**config.mk**
```make
export PLATFORM = sky130hd
export DESIGN_NAME = pipe_hazard_ctrl
export DESIGN_NICKNAME = d
export VERILOG_FILES = /design/src/rtl/pipe_pkg.sv /design/src/rtl/pipe_fwd_sel.sv /design/src/rtl/pipe_hazard_ctrl.sv
export SDC_FILE = /design/constraint.sdc
export NUM_CORES = 1
export LEC_CHECK = 0
export BUFFER_PORTS_ARGS = -buffer_cell sky130_fd_sc_hd__buf_2
export CORE_MARGIN = 2
export CORE_UTILIZATION = 55
export DETAILED_ROUTE_END_ITERATION = 7
export PLACE_DENSITY = 0.84
export SYNTH_ARGS = -nofsm -noshare
export SYNTH_HDL_FRONTEND = slang
export SYNTH_SLANG_ARGS = --single-unit
```
**constraint.sdc**
```tcl
create_clock -name clock -period 4.4 [get_ports clock]
set_input_delay 0.88 -clock clock [delete_from_list [all_inputs] [get_ports clock]]
set_output_delay 0.88 -clock clock [all_outputs]
set_load 0.05 [all_outputs]
```
**src/rtl/pipe_pkg.sv**
```systemverilog
// Shared encodings for the pipeline hazard controller: FSM states,
// forwarding-select values and register-field widths.
package pipe_pkg;

    localparam int unsigned REG_W = 5;
    localparam int unsigned CNT4_W = 4;
    localparam int unsigned FWD_W = 2;

    localparam logic [REG_W-1:0] REG_ZERO = 5'd0;

    typedef enum logic [1:0] {
        RUN = 2'd0,
        LU  = 2'd1,
        JW  = 2'd2
    } hz_state_e;

    localparam logic [FWD_W-1:0] FWD_RF     = 2'd0;
    localparam logic [FWD_W-1:0] FWD_EXALU  = 2'd1;
    localparam logic [FWD_W-1:0] FWD_MEMALU = 2'd2;
    localparam logic [FWD_W-1:0] FWD_MEMLD  = 2'd3;

    // True when a producer writes a real (non-zero) register that matches src.
    function automatic logic reg_hit(input logic [REG_W-1:0] src,
                                     input logic [REG_W-1:0] dst,
                                     input logic             wreg);
        return wreg && (dst != REG_ZERO) && (dst == src);
    endfunction

endpackage

```
**src/rtl/pipe_fwd_sel.sv**
```systemverilog
// ID-stage operand forwarding select for one source register.
// EX ALU results win over MEM; EX loads are not forwardable (load-use stalls).
module pipe_fwd_sel
    import pipe_pkg::*;
(
    input  logic [REG_W-1:0] src_i,
    input  logic [REG_W-1:0] ex_rn_i,
    input  logic             ex_wreg_i,
    input  logic             ex_m2reg_i,
    input  logic [REG_W-1:0] mem_rn_i,
    input  logic             mem_wreg_i,
    input  logic             mem_m2reg_i,
    output logic [FWD_W-1:0] sel_o
);

    logic ex_hit;
    logic mem_hit;

    assign ex_hit  = reg_hit(src_i, ex_rn_i, ex_wreg_i) && !ex_m2reg_i;
    assign mem_hit = reg_hit(src_i, mem_rn_i, mem_wreg_i);

    always_comb begin
        sel_o = FWD_RF;
        if (ex_hit) begin
            sel_o = FWD_EXALU;
        end else if (mem_hit) begin
            sel_o = mem_m2reg_i ? FWD_MEMLD : FWD_MEMALU;
        end
    end

endmodule

```
**src/rtl/pipe_hazard_ctrl.sv**
```systemverilog
// Hazard/stall controller: load-use stalls, control-transfer flush window,
// instruction-memory wait, ID forwarding selects and a saturating stall counter.
module pipe_hazard_ctrl
    import pipe_pkg::*;
#(
    parameter int unsigned LU_CYCLES    = 1,
    parameter int unsigned JWAIT_CYCLES = 1,
    parameter int unsigned CNT_W        = 16
) (
    input  logic             clock,
    input  logic             reset,
    input  logic [REG_W-1:0] id_rs,
    input  logic [REG_W-1:0] id_rt,
    input  logic             id_use_rs,
    input  logic             id_use_rt,
    input  logic             id_jmp,
    input  logic [REG_W-1:0] ex_rn,
    input  logic             ex_wreg,
    input  logic             ex_m2reg,
    input  logic [REG_W-1:0] mem_rn,
    input  logic             mem_wreg,
    input  logic             mem_m2reg,
    input  logic             imem_ready,
    output logic             wpcir,
    output logic             jwait,
    output logic             bubble,
    output logic [FWD_W-1:0] fwda,
    output logic [FWD_W-1:0] fwdb,
    output logic [CNT_W-1:0] stall_cnt
);

    localparam logic [CNT4_W-1:0] LU_RELOAD = CNT4_W'(LU_CYCLES - 32'd1);
    localparam logic [CNT4_W-1:0] JW_RELOAD = CNT4_W'(JWAIT_CYCLES);
    localparam logic [CNT_W-1:0]  CNT_MAX   = {CNT_W{1'b1}};

    hz_state_e         state_q, state_d;
    logic [CNT4_W-1:0] cnt_q, cnt_d;
    logic [CNT_W-1:0]  stall_cnt_q, stall_cnt_d;

    logic match_s;
    logic match_t;
    logic lu;

    logic [FWD_W-1:0] fwda_raw;
    logic [FWD_W-1:0] fwdb_raw;

    assign match_s = id_use_rs && reg_hit(id_rs, ex_rn, 1'b1);
    assign match_t = id_use_rt && reg_hit(id_rt, ex_rn, 1'b1);
    assign lu      = ex_wreg && ex_m2reg && (match_s || match_t);

    pipe_fwd_sel u_fwd_rs (
        .src_i       (id_rs),
        .ex_rn_i     (ex_rn),
        .ex_wreg_i   (ex_wreg),
        .ex_m2reg_i  (ex_m2reg),
        .mem_rn_i    (mem_rn),
        .mem_wreg_i  (mem_wreg),
        .mem_m2reg_i (mem_m2reg),
        .sel_o       (fwda_raw)
    );

    pipe_fwd_sel u_fwd_rt (
        .src_i       (id_rt),
        .ex_rn_i     (ex_rn),
        .ex_wreg_i   (ex_wreg),
        .ex_m2reg_i  (ex_m2reg),
        .mem_rn_i    (mem_rn),
        .mem_wreg_i  (mem_wreg),
        .mem_m2reg_i (mem_m2reg),
        .sel_o       (fwdb_raw)
    );

    assign fwda = reset ? FWD_RF : fwda_raw;
    assign fwdb = reset ? FWD_RF : fwdb_raw;

    // Next-state and same-cycle pipeline controls.
    always_comb begin
        state_d = state_q;
        cnt_d   = cnt_q;
        wpcir   = 1'b0;
        jwait   = 1'b0;
        bubble  = 1'b0;

        if (reset) begin
            state_d = RUN;
            cnt_d   = '0;
        end else begin
            unique case (state_q)
                RUN: begin
                    if (lu) begin
                        wpcir  = 1'b1;
                        bubble = 1'b1;
                        if (LU_CYCLES > 1) begin
                            state_d = LU;
                            cnt_d   = LU_RELOAD;
                        end
                    end else if (!imem_ready) begin
                        wpcir  = 1'b1;
                        bubble = 1'b1;
                    end else if (id_jmp) begin
                        state_d = JW;
                        cnt_d   = JW_RELOAD;
                    end
                end
                LU: begin
                    wpcir  = 1'b1;
                    bubble = 1'b1;
                    cnt_d  = cnt_q - CNT4_W'(1);
                    if (cnt_q == CNT4_W'(1)) begin
                        state_d = RUN;
                    end
                end
                JW: begin
                    jwait = 1'b1;
                    cnt_d = cnt_q - CNT4_W'(1);
                    if (cnt_q == CNT4_W'(1)) begin
                        state_d = RUN;
                    end
                end
                default: begin
                    state_d = RUN;
                    cnt_d   = '0;
                end
            endcase
        end
    end

    // Debug counter of held cycles; sticks at all-ones.
    always_comb begin
        stall_cnt_d = stall_cnt_q;
        if (wpcir && (stall_cnt_q != CNT_MAX)) begin
            stall_cnt_d = stall_cnt_q + CNT_W'(1);
        end
    end

    always_ff @(posedge clock) begin
        if (reset) begin
            state_q     <= RUN;
            cnt_q       <= '0;
            stall_cnt_q <= '0;
        end else begin
            state_q     <= state_d;
            cnt_q       <= cnt_d;
            stall_cnt_q <= stall_cnt_d;
        end
    end

    assign stall_cnt = stall_cnt_q;

endmodule

```
# [Word-level counts from Yosys, hierarchy flattened]
# Index checks and enable logic that the tools add are counted.
[op_classes] add_sub_neg=2 n_eq_ne=12 mux=22 reduce_logical=23
[ops] op="$eq 5x5->1" n=4
[ops] op="$mux 2" n=10
[ops] op="$add 16x1->16 const B" n=1
[ops] op="$ne 16x16->1 const B" n=1
[ops] op="$logic_and 1x1->1" n=15
[ops] op="$mux 4" n=3
[ops] op="$reduce_bool 5->1" n=2
[ops] op="$pmux 4 s2" n=1
[ops] op="$mux 1" n=6
[ops] op="$ne 2x2->1 const B" n=3
[ops] op="$eq 4x1->1 const B" n=1
[ops] op="$pmux 2 s2" n=1
[ops] op="$reduce_and 4->1" n=1
[ops] op="$sub 4x1->4 const B" n=1
[ops] op="$reduce_and 3->1" n=1
[ops] op="$eq 2x1->1 const B" n=1
[ops] op="$eq 2x2->1 const B" n=1
[ops] op="$logic_not 2->1" n=1
[ops] op="$ne 2x1->1 const B" n=1
[ops] op="$pmux 1 s2" n=1
[ops] op="$reduce_or 2->1" n=1
[ops] op="$logic_not 1->1" n=1
[ops] op="$logic_or 1x1->1" n=1
[word_totals] reg_bits=22 out_inout_bits=23

# [Logic depth before layout (Yosys ltp)]
# Gate-level depths: netlist of the first run.
[logic_depth] depth_word=9 depth_mapped=7

# [By module]
# From an unflattened synthesis of the first run, not the netlist that was laid out.
[hier_totals] cells_unflattened=201 hier_area_um2=1616.6
[by_module_without_submodules] mod="pipe_hazard_ctrl" instances=1 cells_each=157 area_per_inst_um2=1286.2
[by_module_without_submodules] mod="pipe_fwd_sel" instances=2 cells_each=22 area_per_inst_um2=165.2

# [Least setup slack after synthesis of the first run]
# No wires, ideal clock.
[synth_path] path_kind="in2out" from="input ex_rn[3]" to="output wpcir" arrival_time_ns=3.253 required_time_ns=3.520 slack_ns=0.267 stages=6 n_path_buf=1 path_cell_list="xor2_1 > nor3_2 > and3_4 > o21bai_4 > a211oi_1 > buf_4"
[synth_between] elab_chain_cells=8 elab_cells_between_ends=12
[synth_lines] item="start: declaration" line_no="pipe_hazard_ctrl.sv:17" text="input logic [REG_W-1:0] ex_rn,"
[synth_lines] item="$eq 5x5->1 / $reduce_bool 5->1 (equally long branches)" line_no="pipe_pkg.sv:26" text="return wreg && (dst != REG_ZERO) && (dst == src);"
[synth_lines] item="$logic_and 1x1->1" line_no="pipe_pkg.sv:26"
[synth_lines] item="$logic_and 1x1->1 (on tied branches)" line_no="pipe_hazard_ctrl.sv:47, pipe_hazard_ctrl.sv:48"
[synth_lines] item="$logic_or 1x1->1 *" line_no="pipe_hazard_ctrl.sv:49" text="assign lu = ex_wreg && ex_m2reg && (match_s || match_t);"
[synth_lines] item="$logic_and 1x1->1 *" line_no="pipe_hazard_ctrl.sv:49"
[synth_lines] item="$mux 1 *"
[synth_lines] item="$pmux 1 s2 *"
[synth_lines] item="$mux 1 *"
[synth_lines] item="end: declaration" line_no="pipe_hazard_ctrl.sv:24" text="output logic wpcir,"
# Every way passes the cells marked *; elsewhere a longest branch is shown, timed or not.

# [Worst setup path after layout of the first run]
[layout_path] from="input ex_rn[3]" to="output bubble"
[layout_between] elab_chain_cells=8 elab_cells_between_ends=12
[layout_lines] item="$eq 5x5->1 / $reduce_bool 5->1 (equally long branches)" line_no="pipe_pkg.sv:26"
[layout_lines] item="$logic_and 1x1->1" line_no="pipe_pkg.sv:26"
[layout_lines] item="$logic_and 1x1->1 (on tied branches)" line_no="pipe_hazard_ctrl.sv:47, pipe_hazard_ctrl.sv:48"
[layout_lines] item="$logic_or 1x1->1 *" line_no="pipe_hazard_ctrl.sv:49"
[layout_lines] item="$logic_and 1x1->1 *" line_no="pipe_hazard_ctrl.sv:49"
[layout_lines] item="$mux 1 *" line_no="pipe_hazard_ctrl.sv:90" text="if (lu) begin"
[layout_lines] item="$pmux 1 s2 *" line_no="pipe_hazard_ctrl.sv:88" text="unique case (state_q)"
[layout_lines] item="$mux 1 *" line_no="pipe_hazard_ctrl.sv:84" text="if (reset) begin"
[layout_lines] item="end: declaration" line_no="pipe_hazard_ctrl.sv:26" text="output logic bubble,"
# Marked as above.

==> results of run 1 <==
## cells in the final DEF (no fill, tap or decap), drive strengths merged
cell and instances:
a21oi 16, o211ai 1, nor3b 1, nand2b 1
a21o 3, nand3 10, nand4 6, and4 2
o21ai 3, nor2 19, a31oi 1, mux2 13
ha 3, o21bai 1, nand2 13, a21boi 3
and3 5, clkbuf 4, nor2b 14, inv 4
a211oi 1, xor2 16, dfxtp 21, a311o 3
or3 2, nor4 3, o41ai 2, o21ba 1
or4 3, a2111oi 1, nor3 9, xnor2 6
buf 53
## registers in the layout (all words and copies together) (netlist names)
name,cells
cnt_q,4
stall_cnt,16
state_q,1
## power by group through the flow
stage	combinational, uW	sequential (uW)	clock, uW
after CTS	98.1	203	95.1
after floorplan	61.9	210	0
after global routing	108	204	105
final	97.7	203	94.7
after detailed placement	97.6	207	0
after global placement	94.9	207	0
## worst max-delay path by stage
stage | end | slack (ns) | depth (start not counted)
floorplan | wpcir | 0.27 | 6
CTS | bubble | 1.12 | 7
global route | fwda[1] | 0.97 | 6
detailed placement | bubble | 1.12 | 7
global placement | fwdb[1] | 1.17 | 6
finish | bubble | 1.14 | 7
## stage by stage
| stage | setup slack, ns | total power (uW) | hold WS [ns] |
|---|---|---|---|
| floorplan | 0.267 | 272 | 0.478 |
| global placement | 1.17 | 302 | 0.508 |
| detailed placement | 1.12 | 305 | 0.515 |
| CTS | 1.12 | 396 | 0.532 |
| global route | 0.967 | 417 | 0.581 |
| finish | 1.14 | 395 | 0.536 |
## kinds of logic (layout without fill, tap and decap cells)
logic type	after synthesis	after routing	synth area share
DFF	21	21	0.247
adders and majority gates	3	3	0.0220
buffers and inverters	13	61	0.0345
and+or+nand+nor	88	88	0.289
xor gates and xnor gates	22	22	0.113
muxes	13	13	0.0991
AOI/OAI and AO/OA	36	36	0.196
## metal layers
layer	track usage	wire, um	vias to the layer above	share of wire
li1	-	-	802	-
met1	0.276	1660	705	0.44
met3	0.0368	190	5	0.051
met5	0	0	-	0
met4	0.0857	51	0	0.014
met2	0.370	1830	53	0.49
## worst max-delay path: stages
cell and delay [ns]:
sky130_fd_sc_hd__buf_2 0.12, sky130_fd_sc_hd__xor2_1 0.17, sky130_fd_sc_hd__nor3_2 0.21, sky130_fd_sc_hd__and3_4 0.27, sky130_fd_sc_hd__o21bai_4 0.12, sky130_fd_sc_hd__a211oi_1 0.28, sky130_fd_sc_hd__buf_2 0.31
## final cells by class
class / instances / area [sq um]
multi-input combinational: 162 / 1230
fill: 276 / 1010
sequential: 21 / 420
timing repair buffer: 53 / 268
tap: 33 / 41.3
clock buffer: 4 / 26.3
inverter: 4 / 15.0
==> PnR_summary.wiki, run 1 <==
{| class="wikitable"
! Metric !! Value
|-
| Clock tree root driver cell || sky130_fd_sc_hd__clkbuf_4
|-
| Total overflow reported by the global router || 0
|-
| Endpoint of the worst hold-timing path || cnt_q[0]$_SDFFE_PP0P_
|-
| Worst reg2reg path startpoint || stall_cnt[0]$_SDFFE_PP0P_
|-
| Area share of the leading cell type in the synthesized netlist || 0.247
|-
| Setup fix buffers added after clock tree synthesis || 0
|-
| Final Core Density || 0.665
|-
| Leading cell type by number of instances after synthesis || sky130_fd_sc_hd__dfxtp_1
|-
| Largest driver fanout on the critical path || 7
|-
| Total vias in the final route || 1,565
|-
| Flip-flop cell with the highest count after synthesis || sky130_fd_sc_hd__dfxtp_1
|-
| Clock slew at the register clock pins of the worst setup and hold paths || approximately 0.11 ns
|-
| Post-Route Skew || about 0.0079 ns
|-
| Data arrival time of the critical path || around 2.4 ns
|-
| Wire length per cell after detailed routing || 13.5 um
|-
| Reg power frac || 0.513
|-
| Worst-skew pair later-pin latency || a little over 0.3 ns
|-
| Buffers from clock root to sink, at most || 2
|-
| Critical Path RT || 3.52 ns
|-
| Via count of the first global-routing pass || ~1,400
|-
| # Max-Cap Violations || 0
|-
| Synthesized area per cell || 8.70 sq um
|-
| DP Wirelength || between 2000 and 3000 um
|-
| Number of cell rows || 20
|-
| Clock sink count || 21
|-
| Leakage dissipation || between 0.0008 and 0.0009 uW
|-
| Via density per instance || ~5.6
|-
| Die H || slightly below 60 um
|-
| Library cell with the largest summed area after synthesis || sky130_fd_sc_hd__dfxtp_1
|-
| Number of cell instances on the worst register-to-register path || 6
|-
| Total GRT Usage || 0.219
|-
| Min-Delay Startpoint || cnt_q[0]$_SDFFE_PP0P_
|-
| Capturing point of the worst reg2reg path || stall_cnt[11]$_SDFFE_PP0P_
|-
| Portion of the post-synthesis area used by sequential elements || 0.247
|-
| Total negative setup slack || 0 ns
|-
| Total nets after synthesis || between 200 and 250
|-
| Transition time of the tightest slew-check pin || just under 0.6 ns
|-
| Area contributors post-synth || sky130_fd_sc_hd__dfxtp_1, sky130_fd_sc_hd__xor2_1, sky130_fd_sc_hd__mux2_4, sky130_fd_sc_hd__nor2b_1, sky130_fd_sc_hd__a21oi_2
|-
| Post-synthesis register bit count || 21
|-
| Clock period minus final worst setup slack || approximately 3.3 ns
|-
| # setup viols final || 0
|-
| Maximum vdd drop || about 0.10 mV
|-
| Number of pins exceeding their max-slew limit in the final report || 0
|-
| Post-Syn Area || between 0.0015 and 0.002 sq mm
|-
| Clock tree from TritonCTS || built
|-
| Number of inserted diodes || 0
|-
| Port bufs || 52
|-
| Final hold violations || 0
|-
| Number of enable flip-flop cells after synthesis || 0
|-
| Final standard cell count with taps included and fillers excluded || between 200 and 300
|-
| Switching power summed over all nets || roughly 130 uW
|-
| Pin count of the biggest net entering global routing || 39
|-
| Ports || 53
|-
| Maximum clock rate || a little over 300 MHz
|-
| Run status || complete, no violations
|-
| First-pass GRT wire length || ~6000 um
|-
| Max-slew headroom || 0.606
|-
| Critical Path Sink Type || output port
|-
| Layout area overhead || 17.1%
|-
| Combinational group share of total power || 0.247
|-
| Die Width || 59.7 um
|-
| Category of the most critical setup path || input port to output port
|-
| Number of design rule violations left after detail routing || 0
|-
| Worst Setup SP || ex_rn[3]
|-
| Share of final-layout standard cells stronger than drive strength 1 || 0.352
|-
| Setup repair after global routing missed its margin || false
|-
| Wire length after detailed routing || ~3700 um
|-
| Core ar. || 0.00300 sq mm
|-
| Power Dens Cells || roughly 200 mW/mm^2
|-
| Number of antenna-violating nets in the routed design || 0
|-
| Clock power share || 0.240
|-
| GP Congestion || roughly 0.8
|-
| Fraction of power spent switching nets || 0.317
|-
| Gate count after technology mapping || roughly 200
|-
| Final net count || ~280
|-
| Initial Util || 0.568
|-
| Proportion of register bits with asynchronous set or reset after synthesis || 0
|-
| Post-layout instance area || between 0.0015 and 0.002 sq mm
|-
| Post-placement cell area || ~0.0020 sq mm
|-
| R2R Setup Slk || approximately 2.3 ns
|-
| Warnings, synthesis || 0
|-
| Commonest cells post-synth || sky130_fd_sc_hd__dfxtp_1, sky130_fd_sc_hd__nor2_1, sky130_fd_sc_hd__xor2_1, sky130_fd_sc_hd__nor2b_1, sky130_fd_sc_hd__nand2_1
|-
| Number of levels the H-tree was split into || 1
|-
| Iter 0 DRT Violations || 60
|-
| Die outline area || between 0.003 and 0.004 sq mm
|-
| First-pass DRT Iterations || 4
|-
| Kind of launch point of the worst setup path || input port
|-
| Worst min path class || register to register
|-
| Power Internal || ~270 uW
|-
| Total of hold buffers inserted after clock tree synthesis || 0
|-
| Total of cells resized after clock tree synthesis || 0
|-
| Worst hold path stage count || 2
|-
| Yosys cell types || between 40 and 50
|-
| DP Cell Count || 273
|-
| Initial antenna violation count || 0
|-
| Final worst path period share || 0.740
|-
| Number of clock buffers inserted by TritonCTS || 3
|}
Power figures use the tool's default switching activity.
==> inputs of run 2 (changes only) <==
--- a/config.mk
+++ b/config.mk
@@ -7,9 +7,9 @@
 export LEC_CHECK = 0
 export BUFFER_PORTS_ARGS = -buffer_cell sky130_fd_sc_hd__buf_2
 export CORE_MARGIN = 2
-export CORE_UTILIZATION = 55
+export CORE_UTILIZATION = 51
 export DETAILED_ROUTE_END_ITERATION = 7
-export PLACE_DENSITY = 0.84
+export PLACE_DENSITY = 0.79
 export SYNTH_ARGS = -nofsm -noshare
 export SYNTH_HDL_FRONTEND = slang
 export SYNTH_SLANG_ARGS = --single-unit
==> constraint.sdc (replaced) <==
create_clock -name clock -period 3.4 [get_ports clock]
set_input_delay 0.68 -clock clock [delete_from_list [all_inputs] [get_ports clock]]
set_output_delay 0.68 -clock clock [all_outputs]
set_load 0.05 [all_outputs]
==> run 2 against run 1 <==
- worst setup slack got worse by 0.58 ns
- first-iteration DRC count decreased by 12%
- critical path depth decreased by 1
- utilization decreased by 2.0 points
- power increased by 30%
- global-route usage decreased by 1.2 points
- clock power increased by 30%
- design area increased by 1.0%
- non-clock buffer count unchanged
- sequential power increased by 29%
- highest routed layer unchanged
==> PnR_summary.wiki, run 2 (synthesized netlist as in run 1, its figures left out) <==
{| class="wikitable"
! Metric !! Value
|-
| Run status || complete, no violations
|-
| Total vias in the final route || 1,572 (+0.45%)
|-
| Die H || 61.8 um (+3.6%)
|-
| Number of clock buffers inserted by TritonCTS || 3 (unchanged)
|-
| DP Wirelength || 2880 um (-1.8%)
|-
| Ports || 53 (unchanged)
|-
| Clock tree root driver cell || sky130_fd_sc_hd__clkbuf_4
|-
| Initial Util || 0.545 (-0.0227)
|-
| Critical Path RT || 2.72 ns (-0.80 ns)
|-
| Clock tree from TritonCTS || built
|-
| Via density per instance || 5.46 (-3.4%)
|-
| PnR worst setup slack || 0.563 ns (-0.582 ns)
|-
| Wire length per cell after detailed routing || 12.5 um (-6.8%)
|-
| Maximum clock rate || about 350 MHz
|-
| Critical Path Sink Type || output port
|-
| Category of the most critical setup path || input port to output port
|-
| Number of pins exceeding their max-slew limit in the final report || 0 (unchanged)
|-
| Buffers from clock root to sink, at most || 2 (unchanged)
|-
| Leakage dissipation || 0.000831 uW (+0.45%)
|-
| Largest driver fanout on the critical path || 4 (-3)
|-
| Port bufs || 52 (unchanged)
|-
| Die outline area || 0.00382 sq mm (+7.3%)
|-
| Total of cells resized after clock tree synthesis || 0 (unchanged)
|-
| Buffers & Inverters on Critical Path || 2 (unchanged)
|-
| Multi-input gate area in the final layout || 0.00123 sq mm (+0.41%)
|-
| Number of cell rows || 20 (unchanged)
|-
| Power Dens Cells || 254 mW/mm^2 (+28%)
|-
| # setup viols final || 0 (unchanged)
|-
| Iter 0 DRT Violations || 53 (-12%)
|-
| GP Congestion || 0.828 (+2.5%)
|-
| Switching power summed over all nets || 164 uW (+31%)
|-
| Clock slew at the register clock pins of the worst setup and hold paths || 0.12 ns (about the same)
|-
| Total of hold buffers inserted after clock tree synthesis || 0 (unchanged)
|-
| Number of levels the H-tree was split into || 1 (unchanged)
|-
| Crit path largest cell delay || 0.54 ns (+0.23 ns)
|-
| Series of cell instances along the critical path || buf_2 > or4_4 > o21ai_0 > nor3_1 > nor2_1 > buf_2
|-
| Worst slack, placed || 0.562 ns (-0.561 ns)
|-
| Post-Route Skew || 0.00286 ns (-0.00509 ns)
|-
| Total GRT Usage || 0.207 (-0.0120)
|-
| Critical Path Slowest Stage Cell || sky130_fd_sc_hd__or4_4
|-
| Final worst path period share || 0.835
|-
| Initial antenna violation count || 0 (unchanged)
|-
| Clock sink count || 21 (unchanged)
|-
| # fillers || 291 (+5.4%)
|-
| Kind of launch point of the worst setup path || input port
|-
| Reg power frac || 0.513 (about the same)
|-
| Layout area overhead || 18.3%
|-
| Maximum vdd drop || 0.110 mV (+5.0%)
|-
| Max reg flops || 16 (unchanged)
|-
| First-pass DRT Iterations || 4 (unchanged)
|-
| Combinational group share of total power || 0.247 (about the same)
|-
| # Max-Cap Violations || 0 (unchanged)
|-
| Final hold violations || 0 (unchanged)
|-
| Number of antenna-violating nets in the routed design || 0 (unchanged)
|-
| Transition time of the tightest slew-check pin || 0.594 ns (+0.00381 ns)
|-
| Most numerous cell on the critical path || sky130_fd_sc_hd__buf_2
|-
| Post-Route Hold Slack || 0.525 ns (-0.0112 ns)
|-
| Most common cell after layout, fill and taps aside || sky130_fd_sc_hd__buf_2
|-
| Data arrival time of the critical path || 2.16 ns (-0.22 ns)
|-
| Die Width || 61.8 um (+3.6%)
|-
| Worst min path class || register to register
|-
| Clock period minus final worst setup slack || between 2 and 3 ns
|-
| Via count of the first global-routing pass || 1,377 (+1.5%)
|-
| Worst-skew pair later-pin latency || 0.31 ns (about the same)
|-
| Share of final-layout standard cells stronger than drive strength 1 || 0.361 (+0.00820)
|-
| Final net count || 278 (unchanged)
|-
| Core ar. || 0.00313 sq mm (+4.2%)
|-
| Setup repair after global routing missed its margin || false
|-
| Total negative setup slack || 0 ns (unchanged)
|-
| Clock power share || 0.240 (about the same)
|-
| Wire length after detailed routing || 3610 um (-3.1%)
|-
| First-pass GRT wire length || 5960 um (-0.12%)
|-
| Largest delay contributor family on the critical path || simple AND/OR/NAND/NOR gates
|-
| Power Internal || 348 uW (+29%)
|-
| Number of inserted diodes || 0 (unchanged)
|-
| Fraction of power spent switching nets || 0.321 (+0.00389)
|-
| Total overflow reported by the global router || 0 (unchanged)
|-
| Number of design rule violations left after detail routing || 0 (unchanged)
|-
| Storage element area || 420 sq um (unchanged)
|-
| Max-slew headroom || 0.603 (-0.00255)
|-
| Setup fix buffers added after clock tree synthesis || 0 (unchanged)
|-
| Commonest non-fill, non-tap cells in the layout || sky130_fd_sc_hd__buf_2, sky130_fd_sc_hd__dfxtp_1, sky130_fd_sc_hd__nor2_1
|-
| Pin count of the biggest net entering global routing || 32 (-18%)
|}
==> run 2: cell count changes in the layout (fill, tap and decap cells not counted) <==
cell	change
sky130_fd_sc_hd__a211oi_1	-1
sky130_fd_sc_hd__clkbuf_1	-1
sky130_fd_sc_hd__clkinv_2	+1
sky130_fd_sc_hd__a211oi_2	+1
==> run 2: worst paths after layout <==
check                            start                        end  slack, ns  depth (start not counted)
max reg2reg  stall_cnt[0]$_SDFFE_PP0P_  stall_cnt[9]$_SDFFE_PP0P_       1.22                          6
max                           ex_rn[0]                    fwda[1]       0.56                          6
min              cnt_q[0]$_SDFFE_PP0P_      cnt_q[0]$_SDFFE_PP0P_       0.52                          2
min reg2reg      cnt_q[0]$_SDFFE_PP0P_      cnt_q[0]$_SDFFE_PP0P_       0.52                          2
==> run 2: through the flow <==
step | utilization | power (uW) | area (sq um) | cells
detailed placement | 0.636 | 394 | 1990 | 284
finish | 0.645 | 512 | 2020 | 288
CTS | 0.645 | 516 | 2020 | 288
global route | 0.645 | 539 | 2020 | 288
global placement | 0.636 | 392 | 1990 | 284
floorplan | - | 352 | 1710 | 196
==> run 2: area by class of cell <==
class                   count  area share
flip-flops and latches     21       0.208
repair buffers             53       0.133
clock buffers               3      0.0112
clock inverters             1     0.00248
well taps                  44      0.0273
inverters                   4     0.00744
multi-input cells         162       0.610
==> run 2: worst register-to-register path: stages (launching register included) <==
cell and delay, ns:
sky130_fd_sc_hd__dfxtp_1 0.37, sky130_fd_sc_hd__ha_1 0.26, sky130_fd_sc_hd__nand4_1 0.12, sky130_fd_sc_hd__nor4_2 0.07
sky130_fd_sc_hd__or4_1 0.71, sky130_fd_sc_hd__a21oi_2 0.22, sky130_fd_sc_hd__mux2_1 0.34
==> run 2: power by group through the flow <==
stage	Sequential, uW	Combinational, uW	Clock [uW]
finish	262	127	123
global route	264	140	134
CTS	262	127	126
detailed placement	268	126	0
global placement	268	124	0
floorplan	271	80.7	0
==> run 2: per-layer routing <==
metal,share of wire,global-route usage,vias up
met1,0.46,0.257,716
met5,0,0,-
met3,0.055,0.0269,5
met2,0.47,0.359,54
met4,0.017,0.0851,0
li1,-,-,797
